**src/rtl/regfile_pkg.sv**
```systemverilog
// Shared types, default sizes and the write-port priority encoder for the register file.
package regfile_pkg;

    localparam int DEFAULT_XLEN  = 32;
    localparam int DEFAULT_NREGS = 32;
    localparam int DEFAULT_AW    = $clog2(DEFAULT_NREGS);

    // Upper bounds for the priority encoder arguments; narrower instances zero-extend.
    localparam int MAX_NWR = 8;
    localparam int MAX_AW  = 16;

    typedef logic [DEFAULT_AW-1:0] reg_idx_t;

    // Index of the highest-numbered enabled write port targeting addr, or -1 if none.
    function automatic int wr_winner(
        input logic [MAX_NWR-1:0] en,
        input logic [MAX_AW-1:0]  addrs [MAX_NWR],
        input logic [MAX_AW-1:0]  addr
    );
        int win;
        win = -1;
        for (int j = 0; j < MAX_NWR; j++) begin
            if (en[j] && (addrs[j] == addr)) begin
                win = j;
            end
        end
        return win;
    endfunction

endpackage

```
**src/rtl/regfile_scoreboard.sv**
```systemverilog
// Busy-bit array: set on issue, cleared on write-back, squashed on flush.
module regfile_scoreboard
    import regfile_pkg::*;
#(
    parameter int NREGS    = 32,
    parameter int NRD      = 2,
    parameter int NWR      = 1,
    parameter int BYPASS   = 1,
    parameter int ZERO_REG = 1,
    localparam int AW      = $clog2(NREGS)
) (
    input  logic              clk,
    input  logic              rst,
    input  logic [NRD*AW-1:0] rd_addr,
    output logic [NRD-1:0]    rd_busy,
    input  logic [NWR-1:0]    wr_en,
    input  logic [NWR*AW-1:0] wr_addr,
    input  logic              iss_valid,
    input  logic [AW-1:0]     iss_rd,
    input  logic              flush
);

    logic [NREGS-1:0]   busy_q;
    logic [NREGS-1:0]   busy_d;
    logic [MAX_NWR-1:0] wen_ext;
    logic [MAX_AW-1:0]  wa_ext [MAX_NWR];

    // Widen the write ports to the encoder's fixed argument shape.
    always_comb begin
        wen_ext = '0;
        for (int j = 0; j < MAX_NWR; j++) begin
            wa_ext[j] = '0;
        end
        for (int j = 0; j < NWR; j++) begin
            wen_ext[j] = wr_en[j];
            wa_ext[j]  = MAX_AW'(wr_addr[j*AW +: AW]);
        end
    end

    // Next busy state: write-back clears, flush clears everything, issue sets last so it wins.
    always_comb begin
        busy_d = busy_q;
        for (int r = 0; r < NREGS; r++) begin
            if (wr_winner(wen_ext, wa_ext, MAX_AW'(r)) >= 0) begin
                busy_d[r] = 1'b0;
            end
        end
        if (flush) begin
            busy_d = '0;
        end
        if (iss_valid && !((ZERO_REG != 0) && (iss_rd == '0))) begin
            busy_d[iss_rd] = 1'b1;
        end
    end

    // Busy register; reset clears it and discards same-cycle issues.
    always_ff @(posedge clk) begin
        if (rst) begin
            busy_q <= '0;
        end else begin
            busy_q <= busy_d;
        end
    end

    // Busy read muxes; a same-cycle write-back hides the stale busy bit when bypassing.
    always_comb begin
        logic [AW-1:0] a;
        logic          hit;
        a       = '0;
        hit     = 1'b0;
        rd_busy = '0;
        for (int i = 0; i < NRD; i++) begin
            a          = rd_addr[i*AW +: AW];
            hit        = (wr_winner(wen_ext, wa_ext, MAX_AW'(a)) >= 0);
            rd_busy[i] = busy_q[a] & ~((BYPASS != 0) && hit);
            if (rst || ((ZERO_REG != 0) && (a == '0))) begin
                rd_busy[i] = 1'b0;
            end
        end
    end

endmodule

```
**src/rtl/regfile_mp.sv**
```systemverilog
// Multi-port integer register file with same-cycle bypass and a write-back scoreboard.
module regfile_mp
    import regfile_pkg::*;
#(
    parameter int XLEN     = DEFAULT_XLEN,
    parameter int NREGS    = DEFAULT_NREGS,
    parameter int NRD      = 2,
    parameter int NWR      = 1,
    parameter int BYPASS   = 1,
    parameter int ZERO_REG = 1,
    localparam int AW      = $clog2(NREGS)
) (
    input  logic                clk,
    input  logic                rst,
    input  logic [NRD*AW-1:0]   rd_addr,
    output logic [NRD*XLEN-1:0] rd_data,
    output logic [NRD-1:0]      rd_busy,
    input  logic [NWR-1:0]      wr_en,
    input  logic [NWR*AW-1:0]   wr_addr,
    input  logic [NWR*XLEN-1:0] wr_data,
    input  logic                iss_valid,
    input  logic [AW-1:0]       iss_rd,
    input  logic                flush
);

    logic [XLEN-1:0]    mem [NREGS];
    logic [MAX_NWR-1:0] wen_ext;
    logic [MAX_AW-1:0]  wa_ext [MAX_NWR];

    // Widen the write ports to the encoder's fixed argument shape.
    always_comb begin
        wen_ext = '0;
        for (int j = 0; j < MAX_NWR; j++) begin
            wa_ext[j] = '0;
        end
        for (int j = 0; j < NWR; j++) begin
            wen_ext[j] = wr_en[j];
            wa_ext[j]  = MAX_AW'(wr_addr[j*AW +: AW]);
        end
    end

    // Array update; ports are applied in ascending order so the highest index lands last.
    always_ff @(posedge clk) begin
        if (rst) begin
            for (int r = 0; r < NREGS; r++) begin
                mem[r] <= '0;
            end
        end else begin
            for (int j = 0; j < NWR; j++) begin
                if (wr_en[j] && !((ZERO_REG != 0) && (wr_addr[j*AW +: AW] == '0))) begin
                    mem[wr_addr[j*AW +: AW]] <= wr_data[j*XLEN +: XLEN];
                end
            end
        end
    end

    // Read muxes: zero register, then the winning same-cycle write, then the array.
    always_comb begin
        logic [AW-1:0]   a;
        logic [XLEN-1:0] word;
        int              win;
        a       = '0;
        word    = '0;
        win     = -1;
        rd_data = '0;
        for (int i = 0; i < NRD; i++) begin
            a    = rd_addr[i*AW +: AW];
            win  = wr_winner(wen_ext, wa_ext, MAX_AW'(a));
            word = mem[a];
            if (BYPASS != 0) begin
                for (int j = 0; j < NWR; j++) begin
                    if (win == j) begin
                        word = wr_data[j*XLEN +: XLEN];
                    end
                end
            end
            if (rst || ((ZERO_REG != 0) && (a == '0))) begin
                word = '0;
            end
            rd_data[i*XLEN +: XLEN] = word;
        end
    end

    regfile_scoreboard #(
        .NREGS    (NREGS),
        .NRD      (NRD),
        .NWR      (NWR),
        .BYPASS   (BYPASS),
        .ZERO_REG (ZERO_REG)
    ) u_scoreboard (
        .clk       (clk),
        .rst       (rst),
        .rd_addr   (rd_addr),
        .rd_busy   (rd_busy),
        .wr_en     (wr_en),
        .wr_addr   (wr_addr),
        .iss_valid (iss_valid),
        .iss_rd    (iss_rd),
        .flush     (flush)
    );

endmodule

```
**config.mk**
```make
export PLATFORM = sky130hd
export DESIGN_NAME = regfile_mp
export DESIGN_NICKNAME = d
export VERILOG_FILES = /design/src/rtl/regfile_pkg.sv /design/src/rtl/regfile_scoreboard.sv /design/src/rtl/regfile_mp.sv
export SDC_FILE = /design/constraint.sdc
export NUM_CORES = 2
export LEC_CHECK = 0
export CORE_MARGIN = 1
export CORE_UTILIZATION = 59
export DETAILED_ROUTE_END_ITERATION = 6
export PLACE_DENSITY = 0.76
export REMOVE_ABC_BUFFERS = 1
export SYNTH_ARGS = -nofsm -noshare
export SYNTH_HDL_FRONTEND = slang
export SYNTH_SLANG_ARGS = --single-unit
```
**constraint.sdc**
```tcl
create_clock -name clk -period 3.5 [get_ports clk]
set_clock_uncertainty 0.15 [all_clocks]
set_input_delay 0.525 -clock clk [delete_from_list [all_inputs] [get_ports clk]]
set_output_delay 0.525 -clock clk [all_outputs]
set_load 0.01 [all_outputs]
```
# Yosys cells after proc, flatten, opt, wreduce, memory -nomap -nowiden
# Memory sizes are Yosys's and may differ from the RTL's.
# Index checks and enable logic that the tools add are counted.
[totals]
reg_bits = 32
word_cells = 215
mem_bits_rw = 1024
memories = 1
out_inout_bits = 66
[mem_list]
columns = ["name", "depth", "width", "read_ports", "rd_ports_with_merged_regs", "wr", "line_no", "source"]
rows = [
  ["mem", 32, 32, 2, 0, 32, "regfile_mp.sv:26", "logic [XLEN-1:0] mem [NREGS];"],
]
[op_classes]
bitwise_logic = 5
n_reduce_logical = 49
muxes = 88
n_eq_ne = 33
order_cmp = 38
[op_table]
columns = ["cell", "count"]
rows = [
  ["$mux 32", 41],
  ["$ge 32x1->1 const B", 34],
  ["$eq 5x5->1 const B", 16],
  ["$logic_not 32->1", 2],
  ["$mux 1", 43],
  ["$eq 5x4->1 const B", 8],
  ["$logic_and 1x1->1", 37],
  ["$or 32x32->32", 1],
  ["$reduce_or 32->1", 1],
  ["$eq 5x3->1 const B", 4],
  ["$logic_not 5->1", 4],
  ["$lt 5x6->1 const B", 3],
  ["$logic_not 16->1", 1],
  ["$bmux 1 s5", 2],
  ["$eq 5x2->1 const B", 2],
  ["$eq 5x5->1", 2],
  ["$demux 1 s5", 1],
  ["$eq 5x1->1 const B", 1],
  ["$ge 5x1->1 const B", 1],
  ["$mux 5", 1],
  ["$and 1x1->1", 2],
  ["$logic_not 1->1", 2],
  ["$logic_or 1x1->1", 2],
  ["$not 1->1", 2],
]

# Logic depth before layout (Yosys ltp)
[logic_depth]
depth_word = 8
mapped_depth = 9

# By module
# Synthesis repeated with hierarchy kept, for this count alone.
[hier_totals]
cells_unflattened = 4113
area_unflattened_um2 = 57332.5
[by_module_without_submodules]
columns = ["module", "area_per_inst_um2", "cells_per_inst", "instances"]
rows = [
  ["regfile_mp", 55096.6, 3863, 1],
  ["regfile_scoreboard", 2235.9, 250, 1],
]

# Least setup slack after synthesis
# OpenSTA, ideal clock, no wires.
[synth_timing]
path_kind = "input to output"
from = "input port rd_addr[5]"
to = "output port rd_data[44]"
cell_stages = 7
arrival_time_ns = 2.164
setup_slack_ns = 0.661
cell_sequence = "buf_4 -> buf_2 -> buf_2 -> mux4_2 -> mux2i_1 -> a32oi_1 -> a32o_1"
[synth_via]
elab_chain_len = 6
[synth_rtl]
columns = ["item", "line_no", "source"]
rows = [
  ["from (decl)", "regfile_mp.sv:15", "input logic [NRD*AW-1:0] rd_addr,"],
  ["$eq 5x5->1", "regfile_pkg.sv:23", "if (en[j] && (addrs[j] == addr)) begin"],
  ["$logic_and 1x1->1", "regfile_pkg.sv:23", ""],
  ["$mux 32", "regfile_pkg.sv:23", ""],
  ["$logic_not 32->1", "regfile_mp.sv:72", "if (win == j) begin"],
  ["$mux 32", "regfile_mp.sv:72", ""],
  ["$mux 32 *", "regfile_mp.sv:77", "if (rst || ((ZERO_REG != 0) && (a == '0))) begin"],
  ["to (decl)", "regfile_mp.sv:16", "output logic [NRD*XLEN-1:0] rd_data,"],
]
# Every way passes the cells marked *; elsewhere a longest branch is shown, timed or not.

# Final worst setup path
[layout_timing]
from = "input port rd_addr[5]"
to = "output port rd_data[48]"
# Same word-level chain as after synthesis.

==> results.md <==
- Synth async-reset ratio: 0
- Final hold violation count: 0
- Clock Sinks: 1056
- Kind of critical path: in -> out
- Post-CTS Hold Buffers: 0
- Die ar.: about 99000 um^2
- Total CTS buffers: ~110
- Critical path peak fanout: 10
- Wirelength per Cell: between 30 and 40 um
- I/O pins: ~120
- Peak supply drop: 0.3967 mV
- Number of vias per cell: roughly 7
- Seq cells post-synth: approximately 1100
- Worst R2R Setup Slack: ~2.6 ns
- Crit-path max cell delay: approximately 0.48 ns
- Post-route clock period utilization: 1.001
- First-pass GRT wire length: 290900 um
- Achievable Freq: between 200 and 300 MHz
- CTS clk-pin slew, worst paths: about 0.06 ns
- Synthesis-to-layout area growth: 19.79%
- Layout cells sized above 1: 0.2787
- Crit path buffers/inverters: 6
- Worst Slack Setup Final: -0.003945 ns
- Synth unique cells: 66
- Min Tclk post-route: between 3 and 4 ns
- Part of the Yosys area used for sequential elements: 0.5452
- Run status: complete, but fails checks
- Largest net degree at the start of global routing: approximately 50
- Final Max Tran Viols: 0
- Antenna Nets Post-Route: 0
- Multiplexer share of the synthesized area: 0.2157
- Max cap viols: 0
- Worst reg2reg path depth: 2
- Ys flop type: edfxtp_1
- Clk buf depth: 3
- Synth Area in XOR/XNOR: 0.0009128
- Placed Cells incl. Taps: between 5000 and 6000
- Top cell type's share of synthesized area: 0.5341
- Post-synthesis compound-gate area fraction: 0.06476
- Core area: 96710 um^2
- Synth Instances: ~4200
- Post-DP HPWL: 129800 um
- CTS tree: yes
- Avg Inst Size Synth: between 10 and 15 um^2
- DRC violations left: 0
- Max_slew headroom: 0.4333
- Most numerous cell in the Yosys netlist: edfxtp_1
- Hold Path Depth: 2
- Crit path cell chain: buf_12 -> buf_12 -> buf_12 -> buf_12 -> mux4_2 -> mux2i_1 -> a32oi_1 -> buf_4 -> a32o_1 -> dlygate4sd2_1
- Worst Tran Pin Value: about 0.85 ns
- Setup crit start kind: input pin
- Fin cells: about 6000
- Yosys top cell by area: edfxtp_1
- Reg2Reg Launch Point: u_scoreboard.busy_q[27]
- Pwr dens: ~450 nW/um^2
- Worst min path class: reg -> reg
- Reg-to-Reg End: u_scoreboard.busy_q[27]
- Die height: 314.4 um
- CP top delay family: buffers and inverters
- Hold Path End: u_scoreboard.busy_q[0]
- Site row count: between 100 and 150
- Later-pin clock latency in the skew report: approximately 0.69 ns
- Net count, final: about 4700
- Tot GR Track Use: 0.4157
- PortBufs: between 100 and 150
- Cell leakage power: 25.70 nW
- Simple-gate area share of the yosys netlist: 0.1388
- Post-Route WL: 205600 um
- Violated checks: negative setup slack
- Slowest-stage cell, CP: mux4_2
- Synth area leaders: edfxtp_1, mux4_2, and2_1
- Initial core utilization: 0.5953
- CTS Root Cell: clkbuf_16
- Post-synth top cells: edfxtp_1, and2_1, mux2i_1
- Synth Warn #: 0
- H-tree Lvls: 3
- Crit. path cell count: 10
- Largest family of logic cells by synthesized area: multiplexers
- Hold_sp: u_scoreboard.busy_q[0]
- WP data required: around 2.8 ns
- Setup crit end kind: primary output
- Adder-cell share of the synthesized area: 0
- DP Worst Slack: -0.7661 ns
- Vias in the first global route: 42417
- Setup violations, final: 1
- Vias: roughly 42000
- Arrival time at the worst endpoint: 2.83 ns
- Fillers: around 6300
- Iteration-0 DRC Markers: approximately 6600
- Drt first pass iters: 6
- RePlAce Congestion: 0.9564
- Post-synthesis cell area: between 50000 and 60000 um^2
- Global route overflow: 0
- Die X: roughly 310 um
- EDFF count, synth: between 1000 and 1500
- Most used cell, CP: buf_12
- Initial antenna violation count: 11
==> where the power goes <==
| group | switching [mW] | internal, mW | leakage [nW] | total (mW) |
|---|---|---|---|---|
| Combinational | 2.61 | 2.09 | 14.0 | 4.70 |
| Clock | 5.08 | 6.58 | 1.74 | 11.7 |
| Sequential | 0.369 | 14.5 | 10.0 | 14.9 |
==> area by class of cell <==
class                           instances  area (um^2)  area share
Sequential cell                      1056        31390      0.4552
Timing Repair Buffer                  719         7400      0.1073
Tap cell                             1276         1597     0.02315
Multi-Input combinational cell       2709        25020      0.3628
Inverter                                6        22.52   0.0003266
Antenna cell                            2        5.005  0.00007257
Clock inverter                         73        569.3    0.008255
Clock buffer                          134         2959     0.04291
==> through the flow <==
stage / power [mW] / cell area (um^2) / TNS [ns] / utilization / hold WS (ns)
3_3_place_gp: 19.46 / 64680 / -20.69 / 0.6688 / 0.2845
6_report: 31.27 / 68960 / -0.003945 / 0.7131 / 0.3064
4_1_cts: 31.06 / 68800 / -0.1794 / 0.7114 / 0.3060
2_1_floorplan: 16.88 / 55730 / -26.34 / - / 0.2691
3_5_place_dp: 19.58 / 64680 / -21.46 / 0.6688 / 0.2928
5_1_grt: 31.86 / 68960 / -0.001354 / 0.7131 / 0.3305
==> worst register-to-register path, cell delays in order, from the launching register on <==
cell	delay (ns)
dfxtp_1	0.37
o311ai_0	0.14
a21oi_1	0.17
==> per-layer routing <==
metal / vias to the layer above / wire (um) / global-route usage
met5: - / 45 / 0
met2: 3734 / 89530 / 0.6188
met3: 941 / 30450 / 0.1101
met4: 4 / 18610 / 0.3000
met1: 20482 / 66920 / 0.5300
li1: 16783 / - / -
==> cells by family after synthesis <==
kind of cell,Yosys count
AO/OA/AOI/OAI,504
AND/OR/NAND/NOR,1362
buffers and inverters,441
other,1
XOR/XNOR,6
multiplexers,805
flip-flops,1056
==> repair_timing <==
item                                    in CTS  in global routing
gates resized for setup                    213                 27
pin swaps                                   23                  6
setup buffers                               17                  8
endpoints found under the setup margin      65                 46
hold endpoints to repair                     0                  0
gates cloned                                 3                  1
==> layout by cell type (no fill, tap or decap), types with 19 or more instances in the layout <==
cell type	synthesis	final
edfxtp_1	1024	1024
and2_1	1006	1004
buf_4	36	455
mux2i_1	423	418
mux4_2	333	337
a22oi_1	149	149
buf_12	1	129
nand2_1	127	126
clkbuf_16	0	116
a21oi_1	93	90
nor2_1	78	60
a32o_1	53	44
clkdlybuf4s50_1	0	42
mux2_2	40	37
nand3_1	35	35
dlygate4sd2_1	0	35
conb_1	1	32
dfxtp_1	32	32
a32oi_1	33	31
o22ai_1	31	30
clkinv_2	0	28
clkinv_1	0	28
or2_2	27	27
o21ai_0	27	24
a221oi_1	26	19
==> worst max path at each step <==
stage | start | to
floorplan | wr_en | mem[17][0]
global placement | rd_addr[0] | rd_data[15]
detailed placement | rd_addr[0] | rd_data[15]
CTS | wr_en | rd_data[24]
global route | wr_addr[2] | rd_data[24]
finish | rd_addr[5] | rd_data[48]
==> state kept, by name (all words and copies together) (netlist names) <==
register / cells
mem: 1024
u_scoreboard.busy_q: 32
Note: power is estimated with default switching activity, not from simulation.
